==> src/rtl/ncl_reg_stage.sv <==
// Clocked NCL register stage: per-bit TH22 hysteresis on each rail against the downstream
// request, OR-based bit completion, and a registered TH22 reduction into stage completion.
module ncl_reg_stage #(
    parameter int WIDTH = 32
) (
    input  logic             clk,
    input  logic             init_n,
    input  logic [WIDTH-1:0] d_rail0,
    input  logic [WIDTH-1:0] d_rail1,
    input  logic             ack_in,
    output logic [WIDTH-1:0] q_rail0,
    output logic [WIDTH-1:0] q_rail1,
    output logic [WIDTH-1:0] bit_comp,
    output logic             comp,
    output logic             ko,
    output logic             err
);

    // Handshake: ack_in=1 asks for a DATA wavefront and ack_in=0 asks for NULL. A rail
    // captures only when it agrees with ack_in and holds otherwise. ko goes low once every
    // bit holds DATA and high again once every bit has returned to NULL.
    logic [WIDTH-1:0] ack_vec;
    logic [WIDTH-1:0] q_rail0_next;
    logic [WIDTH-1:0] q_rail1_next;
    logic             all_data;
    logic             all_null;
    logic             comp_next;
    logic             illegal;

    assign ack_vec = {WIDTH{ack_in}};

    // TH22: set when both inputs are 1, clear when both are 0, otherwise keep the old value.
    always_comb begin
        q_rail0_next = (d_rail0 & ack_vec) | (q_rail0 & (d_rail0 | ack_vec));
        q_rail1_next = (d_rail1 & ack_vec) | (q_rail1 & (d_rail1 | ack_vec));
    end

    assign bit_comp = q_rail0 | q_rail1;

    // A mixed wavefront is neither all-data nor all-null, so comp holds its value.
    always_comb begin
        all_data  = &bit_comp;
        all_null  = ~|bit_comp;
        comp_next = all_data | (comp & ~all_null);
    end

    assign illegal = |(d_rail0 & d_rail1);

    always_ff @(posedge clk or negedge init_n) begin
        if (!init_n) begin
            q_rail0 <= '0;
            q_rail1 <= '0;
            comp    <= 1'b0;
            err     <= 1'b0;
        end else begin
            q_rail0 <= q_rail0_next;
            q_rail1 <= q_rail1_next;
            comp    <= comp_next;
            err     <= err | illegal;
        end
    end

    assign ko = ~comp;

endmodule

==> config.mk <==
export PLATFORM = sky130hd
export DESIGN_NAME = ncl_reg_stage
export DESIGN_NICKNAME = d
export VERILOG_FILES = /design/src/rtl/ncl_reg_stage.sv
export SDC_FILE = /design/constraint.sdc
export NUM_CORES = 1
export LEC_CHECK = 0
export CORE_MARGIN = 10
export CORE_UTILIZATION = 35
export CTS_CLUSTER_DIAMETER = 60
export CTS_CLUSTER_SIZE = 24
export DETAILED_ROUTE_END_ITERATION = 10
export GPL_TIMING_DRIVEN = 0
export PLACE_DENSITY_LB_ADDON = 0.05
export REMOVE_ABC_BUFFERS = 1
export SYNTH_ARGS = -nofsm -noshare
export SYNTH_HDL_FRONTEND = slang
export SYNTH_SLANG_ARGS = --single-unit
==> constraint.sdc <==
create_clock -name clk -period 1.5 [get_ports clk]
set_input_delay 0.3 -clock clk [delete_from_list [all_inputs] [get_ports clk]]
set_output_delay 0.3 -clock clk [all_outputs]
set_load 0.01 [all_outputs]
==> results of run 1 <==
==> metal layers <==
layer	vias up	track usage, %	routed length (um)
li1	1294	-	-
met1	1375	21.1	4740
met2	102	30.4	5680
met3	10	6.44	874
met4	0	5.06	114
met5	-	0	0
==> flip-flops by register name (all words and copies together), names as in the netlist <==
signal   count
q_rail0     32
q_rail1     32
comp         1
err          1
==> final cells by class <==
cell class              instances  area [um^2]
clock buffers                  13          139
clock inverters                 3         40.0
fillers                       672         2770
inverters                       1         3.75
multi-input cells             148         1430
flip-flops and latches         66         1660
well taps                     105          131
repair buffers                218         2000
==> layout by cell type (no fill, tap or decap) <==
cell type / count
nor4_2: 9
and4_1: 8
buf_4: 53
or2_4: 30
a222oi_1: 1
clkbuf_8: 9
a22o_1: 5
maj3_1: 64
clkbuf_1: 4
a221oi_2: 5
bufinv_16: 1
inv_1: 1
a21oi_1: 1
dfrtp_2: 9
nor4_1: 5
clkdlybuf4s50_1: 48
clkinv_2: 2
o22ai_1: 1
dlymetal6s2s_1: 10
nand3_1: 1
nor4_4: 3
buf_2: 5
or3_1: 1
nand4_1: 8
dlygate4sd2_1: 73
or2_2: 2
a22oi_1: 4
buf_12: 1
dfrtp_1: 57
buf_6: 28
==> where the power goes <==
part,switching (mW),internal [mW]
Clock,0.637,0.766
Combinational,0.610,0.900
Sequential,0.208,1.96
Total,1.46,3.62
==> final timing paths <==
path / slack [ps] / endpoint / cells past startpoint / startpoint
max: -30 / comp / 5 / q_rail0[10]
min: 70 / q_rail1[31] / 1 / init_n
max reg2reg: -30 / comp / 5 / q_rail0[10]
min reg2reg: 550 / comp / 2 / comp
max in group asynchronous: 850 / q_rail1[19] / 1 / init_n
min in group clk: 280 / q_rail1[3] / 2 / d_rail1[3]
==> logic make-up after synthesis <==
kind of cell / count (synthesis) / synth area share [%]
simple gates: 67 / 14.9
flops: 66 / 56.3
fa+ha+maj: 64 / 21.9
compound gates: 17 / 5.59
buf+inv: 8 / 1.28
==> what timing repair did <==
item / CTS / global route
endpoints found under the setup margin: 101 / 21
hold endpoints to repair: 0 / 0
pin swaps: 7 / 16
gates resized for setup: 260 / 40
buffers inserted: 46 / 7
==> metrics.md, run 1 <==
| Metric | Value |
|---|---|
| Status | `finished, violations left` |
| Failing checks | `negative setup slack` |
| Tot Pwr | `5.08 mW` |
| Share of the synthesized area in the top cell type | `between 50% and 60%` |
| Post-DRT Antenna Nets | `0` |
| # rows | `33` |
| CP peak stage delay | `420 ps` |
| Die Height | `112 um` |
| First-pass GRT wire length | `18000 um` |
| Max Cap Viol | `0` |
| Ranking of synthesized cells by area | `dfrtp_1 (56%), maj3_1 (22%), or2_2 (6.8%), nor4_1 (3.6%), and4_1 (2.4%)` |
| FMAX | `roughly 650 MHz` |
| Utilization after layout | `66.1%` |
| Clock buffer depth | `2` |
| Rel. slew slack | `45.4%` |
| Post-DP HPWL | `approximately 8500 um` |
| Final net count | `511` |
| Mapped Avg Cell Area | `13.2 um^2` |
| CTS Root Cell | `clkbuf_8` |
| Fin. max-slew vios | `0` |
| Minimum clock period | `about 1500 ps` |
| Critical Path AT | `1740 ps` |
| Total track usage | `between 10% and 20%` |
| Final Hold Vio Count | `0` |
| CP startpoint kind | `flop` |
| Synthesized area | `roughly 3000 um^2` |
| Clk_lat worst skew | `330 ps` |
| Die X | `112 um` |
| Peak fanout along the critical path | `4` |
| Critical path class | `flop to flop` |
| H-tree levels | `3` |
| Routability Congestion | `0.800` |
| Synth Register Bits | `66` |
| TNS Setup | `-34.0 ps` |
| Worst path cell trace | `buf_6, nor4_4, nand4_1, nor4_2, o22ai_1` |
| Hold_buf cts | `0` |
| Post-synthesis sequential area ratio | `between 50% and 60%` |
| CP delay by family, top | `simple AND/OR/NAND/NOR gates` |
| Final std cells w/o fill | `554` |
| Post-synth EDFFs | `0` |
| RSZ-0062 raised after global routing | `yes` |
| Synth top cells by count | `dfrtp_1 (66), maj3_1 (64), or2_2 (32), nor4_1 (17)` |
| DRC | `0` |
| Number of CTS-inserted buffers | `9` |
| Setup Skew | `about 7 ps` |
| Prevailing post-synth register cell | `dfrtp_1` |
| Placement Cell Area | `approximately 4700 um^2` |
| Starting Density | `a little over a third` |
| Drt first-iter violations | `110` |
| Slowest cell on the critical path | `dfrtp_1` |
| Final setup margin | `-34.0 ps` |
| Initial antenna violation count | `0` |
| Total clock sinks | `66` |
| Most frequent cell after synthesis | `dfrtp_1` |
| DR vias | `2781` |
| Port Buffer Count | `165` |
| Ant diodes | `0` |
| Finished Cell Area | `between 5000 and 6000 um^2` |
| Fin crit share | `102%` |
| Worst Path Buf+Inv | `1` |
| WL per Instance | `roughly 21 um` |
| Core box area | `8180 um^2` |
| Area leader, netlist | `dfrtp_1` |
| Hold Slack | `70.5 ps` |
| WL final | `11400 um` |
| Largest net degree at the start of global routing | `67` |
| TritonRoute pass-1 iters | `4` |
| # placed instances | `486` |
| Fraction of registers with async set/reset | `between 90% and 100%` |
| Synth unique cells | `18` |
| Worst slew pin tran | `819 ps` |
| Area Growth Syn to Fin | `84.4%` |
| Clk slew on worst S/H paths | `70 ps` |
| Share of layout cells above drive strength 1 | `35.0%` |
| Hold crit path type | `primary input to async pin` |
| Number of global-route vias before repair | `3177` |
| CP endpoint kind | `flop` |
| Die Footprint | `approximately 12000 um^2` |
| P per Cell Area | `940 nW/um^2` |
| Final Setup Violations | `1` |
| Post-synthesis cell count | `between 200 and 250` |
| Pre-CTS setup slack | `-454 ps` |
| IO Pins | `166` |
| Lkg Pwr | `2.34 nW` |
| Worst EP required | `about 1700 ps` |
| Vias/cell | `5.02` |
| CTS tree | `yes` |
| Peak supply drop | `a little under 0.5 mV` |
| YS warnings | `0` |
| Grt ovf | `0` |
Note: power is estimated with default switching activity, not from simulation.
==> inputs of run 2 (changes only) <==
- CORE_MARGIN: 10 -> unset
- SETUP_SLACK_MARGIN: unset -> 0.2
==> run 2 against run 1 <==
  * The flow still finishes with violations (negative setup slack)
  * Sequential power down 3%
  * Via count up 10%
  * Non-clock buffer count up 59
  * Worst setup slack worse by 18 ps
  * Clock power up 19%
  * Worst hold slack worse by 3.1 ps
  * Cell count up 10%
  * Sequential share of layout area down 3.5 points
  * Utilization up 8.1 points
  * Largest cell class unchanged
  * Highest routed layer unchanged
==> metrics.md, run 2 (synthesis results as in run 1) <==
| Metric | Value |
|---|---|
| Status | `finished, violations left (unchanged)` |
| Failing checks | `negative setup slack (unchanged)` |
| Critical path class | `flop to flop (unchanged)` |
| Worst path cell trace | `buf_4, nor4_4, nand4_1, nor4_2, o22ai_1 (was buf_6, nor4_4, nand4_1, nor4_2, o22ai_1)` |
| Post-DRT Antenna Nets | `0 (unchanged)` |
| Worst EP required | `1710 ps (about the same)` |
| Most frequent cells in the layout | `buf_6 (108), buf_4 (73), dfrtp_1 (66), maj3_1 (64), or2_4 (32) (was dlygate4sd2_1 (73), maj3_1 (64), dfrtp_1 (57), buf_4 (53), clkdlybuf4s50_1 (48))` |
| Total clock sinks | `66 (unchanged)` |
| Initial antenna violation count | `0 (unchanged)` |
| CP endpoint kind | `flop (unchanged)` |
| Drt first-iter violations | `106 (was 110)` |
| WL final | `11100 um (was 11400 um)` |
| Rel. slew slack | `43.1% (was 45.4%)` |
| WL per Instance | `18.2 um (was 20.6 um)` |
| Lkg Pwr | `2.75 nW (was 2.34 nW)` |
| Hold_buf cts | `0 (unchanged)` |
| CP peak stage delay | `390 ps (was 420 ps)` |
| Starting Density | `35.9% (unchanged)` |
| Ant diodes | `0 (unchanged)` |
| Pre-CTS setup slack | `-422 ps (was -454 ps)` |
| Routability Congestion | `0.741 (was 0.800)` |
| Fin. max-slew vios | `0 (unchanged)` |
| Hold crit path type | `primary input to async pin (unchanged)` |
| Setup Skew | `9.70 ps (was 7.00 ps)` |
| Number of CTS-inserted buffers | `9 (unchanged)` |
| FMAX | `644 MHz (was 652 MHz)` |
| Minimum clock period | `1550 ps (was 1530 ps)` |
| Number of global-route vias before repair | `3103 (was 3177)` |
| CP startpoint kind | `flop (unchanged)` |
| Share of layout cells above drive strength 1 | `54.8% (was 35.0%)` |
| CP delay by family, top | `simple AND/OR/NAND/NOR gates (unchanged)` |
| Peak supply drop | `0.494 mV (was 0.483 mV)` |
| Reg-to-Reg End | `comp (unchanged)` |
| # rows | `33 (unchanged)` |
| RSZ-0062 raised after global routing | `yes (unchanged)` |
| Die X | `93.5 um (was 112 um)` |
| Slowest cell on the critical path | `dfrtp_1 (unchanged)` |
| Worst slew pin tran | `853 ps (was 819 ps)` |
| Finished Cell Area | `6070 um^2 (was 5410 um^2)` |
| FF-to-FF path depth | `5 (unchanged)` |
| TritonRoute pass-1 iters | `6 (was 4)` |
| Placement Cell Area | `4690 um^2 (unchanged)` |
| Final Setup Violations | `6 (was 1)` |
| Reg-to-reg startpoint | `q_rail1[1] (was q_rail0[10])` |
| DRC | `0 (unchanged)` |
| Max Cap Viol | `0 (unchanged)` |
| Peak fanout along the critical path | `2 (was 4)` |
| Area Growth Syn to Fin | `107% (was 84.4%)` |
| Port Buffer Count | `165 (unchanged)` |
| Clock buffer depth | `2 (unchanged)` |
| Grt ovf | `0 (unchanged)` |
| H-tree levels | `3 (unchanged)` |
| Critical Path AT | `1760 ps (was 1740 ps)` |
| Clk slew on worst S/H paths | `70 ps (about the same)` |
| Final Hold Vio Count | `0 (unchanged)` |
| Fin crit share | `103% (was 102%)` |
| Final setup margin | `-52.1 ps (was -34.0 ps)` |
| Clk_lat worst skew | `340 ps (was 330 ps)` |
| Post-DP HPWL | `6870 um (was 8530 um)` |
| Vias/cell | `5.00 (was 5.02)` |
| Tot Pwr | `5.78 mW (was 5.08 mW)` |
| Final net count | `570 (was 511)` |
| CTS tree | `yes (unchanged)` |
| Largest net degree at the start of global routing | `67 (unchanged)` |
| Crit path depth | `5 (unchanged)` |
| Biggest regs | `q_rail0 (32), q_rail1 (32) (unchanged)` |
| Total track usage | `25.1% (was 18.0%)` |
| R2R Setup Slk | `-50 ps (was -30 ps)` |
| Core box area | `8180 um^2 (unchanged)` |
| Die Height | `93.5 um (was 112 um)` |
| Worst Path Buf+Inv | `1 (unchanged)` |
| First-pass GRT wire length | `16300 um (was 18000 um)` |
| CTS Root Cell | `clkbuf_8 (unchanged)` |
| TNS Setup | `-156 ps (was -34.0 ps)` |
| IO Pins | `166 (unchanged)` |
| Most common cell after layout, fill and taps aside | `buf_6 (was dlygate4sd2_1)` |
| DR vias | `3061 (was 2781)` |
| Die Footprint | `8750 um^2 (was 12400 um^2)` |
| P per Cell Area | `953 nW/um^2 (was 940 nW/um^2)` |
-- run 2: cell types whose count changed in the layout (fill, tap and decap cells not counted), sizes merged --
cell	previous run	this run
buf	87	188
clkdlybuf4s15	0	10
clkinv	2	0
dlygate4sd2	73	27
clkdlybuf4s50	48	19
clkbuf	13	36
bufinv	1	2
-- run 2: stage by stage --
step / hold WS [ps] / instances / util (%)
3_3_place_gp: 520 / 485 / 57.3
3_5_place_dp: 457 / 486 / 57.4
4_1_cts: 91.6 / 593 / 71.5
5_1_grt: 126 / 612 / 74.2
2_1_floorplan: 4.41 / 215 / -
6_report: 67.4 / 612 / 74.2
-- run 2: worst max path at each step --
stage	from	endpoint	slack (ps)
after floorplan	q_rail1[13]	comp	210
after global placement	init_n	q_rail0[26]	-2100
after detailed placement	d_rail0[27]	err	-420
after CTS	q_rail0[14]	comp	10
after global routing	q_rail1[1]	comp	-150
final	q_rail1[1]	comp	-50
-- run 2: layout make-up --
class                   instances  area (um^2)
clock buffers                  13          159
well taps                     105          131
fillers                       563         2110
flip-flops and latches         66         1650
repair buffers                277         2580
inverters                       1         3.75
multi-input cells             148         1480
clock inverters                 2         60.1
-- run 2: power by group --
| part | switching (mW) | total [mW] | internal, mW | leakage, nW |
|---|---|---|---|---|
| combinational | 0.783 | 2.01 | 1.22 | 1.87 |
| clock | 0.642 | 1.66 | 1.02 | 0.110 |
| sequential | 0.160 | 2.11 | 1.95 | 0.771 |
| total | 1.58 | 5.78 | 4.20 | 2.75 |
-- run 2: repair_timing --
item	CTS	global route
pin swaps	33	26
setup buffers	92	19
hold endpoints to repair	0	0
gates resized for setup	497	92
endpoints found under the setup margin	101	93
-- run 2: layer usage --
| layer | vias up | global-route usage (%) | share of wire (%) |
|---|---|---|---|
| met3 | 15 | 5.37 | 5.9 |
| met5 | - | 0 | 0 |
| met1 | 1506 | 31.7 | 43 |
| met2 | 122 | 42.6 | 50 |
| li1 | 1418 | - | - |
| met4 | 0 | 8.85 | 2.0 |
==> inputs of run 3 (changes only) <==
- GPL_TIMING_DRIVEN: 0 -> 1
- REMOVE_ABC_BUFFERS: 1 -> unset
==> run 3 against run 2 <==
  * The flow still finishes with violations (negative setup slack)
  * Cell count rose by 14%
  * Sequential power barely moved
  * Non-clock buffer count rose by 81
  * Routed wire length rose by 11%
  * Critical path type unchanged
==> metrics.md, run 3 (synthesis results as in run 1) <==
| Metric | Value |
|---|---|
| Peak fanout along the critical path | `2 (unchanged)` |
| Routability Congestion | `0.806 (was 0.741)` |
| Fin crit share | `107% (was 103%)` |
| Largest net degree at the start of global routing | `67 (unchanged)` |
| Post-DP HPWL | `7730 um (was 6870 um)` |
| DR vias | `3354 (was 3061)` |
| Post-DRT Antenna Nets | `0 (unchanged)` |
| Die X | `93.5 um (unchanged)` |
| Total clock sinks | `66 (unchanged)` |
| Clock buffer depth | `2 (unchanged)` |
| Status | `finished, violations left (unchanged)` |
| Critical path class | `flop to flop (unchanged)` |
| Final setup margin | `-97.6 ps (was -52.1 ps)` |
| CP startpoint kind | `flop (unchanged)` |
| Rel. slew slack | `69.5% (was 43.1%)` |
| P per Cell Area | `863 nW/um^2 (was 953 nW/um^2)` |
| First-pass GRT wire length | `17600 um (was 16300 um)` |
| WL per Instance | `17.7 um (was 18.2 um)` |
| Clk slew on worst S/H paths | `70 ps (about the same)` |
| Port Buffer Count | `165 (unchanged)` |
| Hold crit path type | `primary input to flop (was primary input to async pin)` |
| Register area | `1650 um^2 (about the same)` |
| WL final | `12300 um (was 11100 um)` |
| # rows | `33 (unchanged)` |
| TritonRoute pass-1 iters | `4 (was 6)` |
| CP endpoint kind | `flop (unchanged)` |
| H-tree levels | `3 (unchanged)` |
| R2R Setup Slk | `-100 ps (was -50 ps)` |
| Worst EP required | `1710 ps (about the same)` |
| Final Hold Vio Count | `0 (unchanged)` |
| Most common cell after layout, fill and taps aside | `buf_6 (unchanged)` |
| TNS Setup | `-182 ps (was -156 ps)` |
| Number of CTS-inserted buffers | `9 (unchanged)` |
| IO Pins | `166 (unchanged)` |
| Final net count | `651 (was 570)` |
| Lkg Pwr | `3.21 nW (was 2.75 nW)` |
| Failing checks | `negative setup slack (unchanged)` |
| Worst slew pin tran | `457 ps (was 853 ps)` |
| CTS tree | `yes (unchanged)` |
| Tot Pwr | `5.90 mW (was 5.78 mW)` |
| Biggest regs | `q_rail0 (32), q_rail1 (32) (unchanged)` |
| Area Growth Syn to Fin | `133% (was 107%)` |
| Minimum clock period | `1600 ps (was 1550 ps)` |
| Vias/cell | `4.83 (was 5.00)` |
| Share of layout cells above drive strength 1 | `60.8% (was 54.8%)` |
| CTS Root Cell | `clkbuf_8 (unchanged)` |
| Most frequent cells in the layout | `buf_6 (156), buf_4 (116), dfrtp_1 (65), maj3_1 (61), or2_4 (31) (was buf_6 (108), buf_4 (73), dfrtp_1 (66), maj3_1 (64), or2_4 (32))` |
| Number of global-route vias before repair | `3413 (was 3103)` |
| DRC | `0 (unchanged)` |
| Core box area | `8180 um^2 (unchanged)` |
| Starting Density | `35.9% (unchanged)` |
| Max Cap Viol | `0 (unchanged)` |
| Final Setup Violations | `3 (was 6)` |
| Syn nets | `between 200 and 300` |
| Grt ovf | `0 (unchanged)` |
| Critical Path AT | `1800 ps (was 1760 ps)` |
| Peak supply drop | `0.658 mV (was 0.494 mV)` |
| Clk_lat worst skew | `340 ps (about the same)` |
| Multi-input gate area | `1420 um^2 (was 1480 um^2)` |
| Total track usage | `26.9% (was 25.1%)` |
| Fill count | `444 (was 563)` |
| Die Footprint | `8750 um^2 (unchanged)` |
| Setup Skew | `11.2 ps (was 9.70 ps)` |
| RSZ-0062 raised after global routing | `yes (unchanged)` |
| Die Height | `93.5 um (unchanged)` |
| Initial antenna violation count | `1 (was 0)` |
| Fin. max-slew vios | `0 (unchanged)` |
| FMAX | `626 MHz (was 644 MHz)` |
| Drt first-iter violations | `97 (was 106)` |
run 3: changes by cell type in the layout (fill, tap and decap cells not counted), sizes merged:
cell           before  now
clkdlybuf4s15      10   13
clkinvlp            0    2
clkinv              0    2
diode               0    1
buf               188  284
clkbuf             36   18
bufinv              2    1
dlygate4sd3         0    1
clkdlybuf4s50      19   20
dlymetal6s2s       10   13
dlygate4sd2        27   20
run 3: worst paths after layout:
check | start | endpoint | cells past startpoint
min in group asynchronous | init_n | q_rail0[1] | 3
max in group asynchronous | init_n | q_rail0[16] | 3
setup / recovery | q_rail0[17] | comp | 6
hold / removal | d_rail1[30] | q_rail1[30] | 2
hold reg to reg | err | err | 3
setup reg to reg | q_rail0[17] | comp | 6
run 3: final cells by class:
| cell class | count | area share [%] |
|---|---|---|
| Inverter | 1 | 0.0549 |
| Tap cell | 105 | 1.92 |
| Sequential cell | 66 | 24.2 |
| Multi-Input combinational cell | 148 | 20.7 |
| Clock inverter | 5 | 0.805 |
| Timing Repair Buffer | 358 | 50.4 |
| Clock buffer | 11 | 1.92 |
| Antenna cell | 1 | 0.0366 |
run 3: per-layer routing:
layer / share of wire, % / vias to the layer above / track usage (%)
li1: - / 1580 / -
met1: 40 / 1633 / 33.0
met2: 51 / 122 / 46.4
met3: 6.3 / 19 / 6.34
met4: 2.2 / 0 / 9.36
met5: 0 / - / 0
run 3: through the flow:
step	hold slack, ps	instance area [um^2]	cells	util [%]	setup slack [ps]
global placement	347	5560	598	68.0	-355
finish	327	6840	695	83.7	-97.6
detailed placement	343	5560	598	68.0	-366
CTS	362	6420	659	78.6	-14.9
floorplan	4.41	2930	222	-	209
global route	330	6840	695	83.7	-191
run 3: where the power goes:
group,total (mW),internal (mW),leakage [nW],switching (mW)
registers,2.14,1.95,0.770,0.187
logic,2.30,1.48,2.35,0.820
clock network,1.46,0.763,0.0893,0.693
run 3: what timing repair did:
| item | in CTS | in global routing |
|---|---|---|
| resized for setup | 582 | 70 |
| hold buffers | 1 | 0 |
| pin swaps | 28 | 24 |
| buffers inserted | 44 | 35 |
| setup endpoints to repair | 101 | 92 |
| endpoints found under the hold margin | 60 | 0 |
run 3: worst max-delay path, stage by stage, from the launching register on:
cell	delay, ps
dfrtp_1	410
buf_6	130
buf_4	140
nor4_4	170
nand4_1	200
nor4_2	310
o22ai_1	100
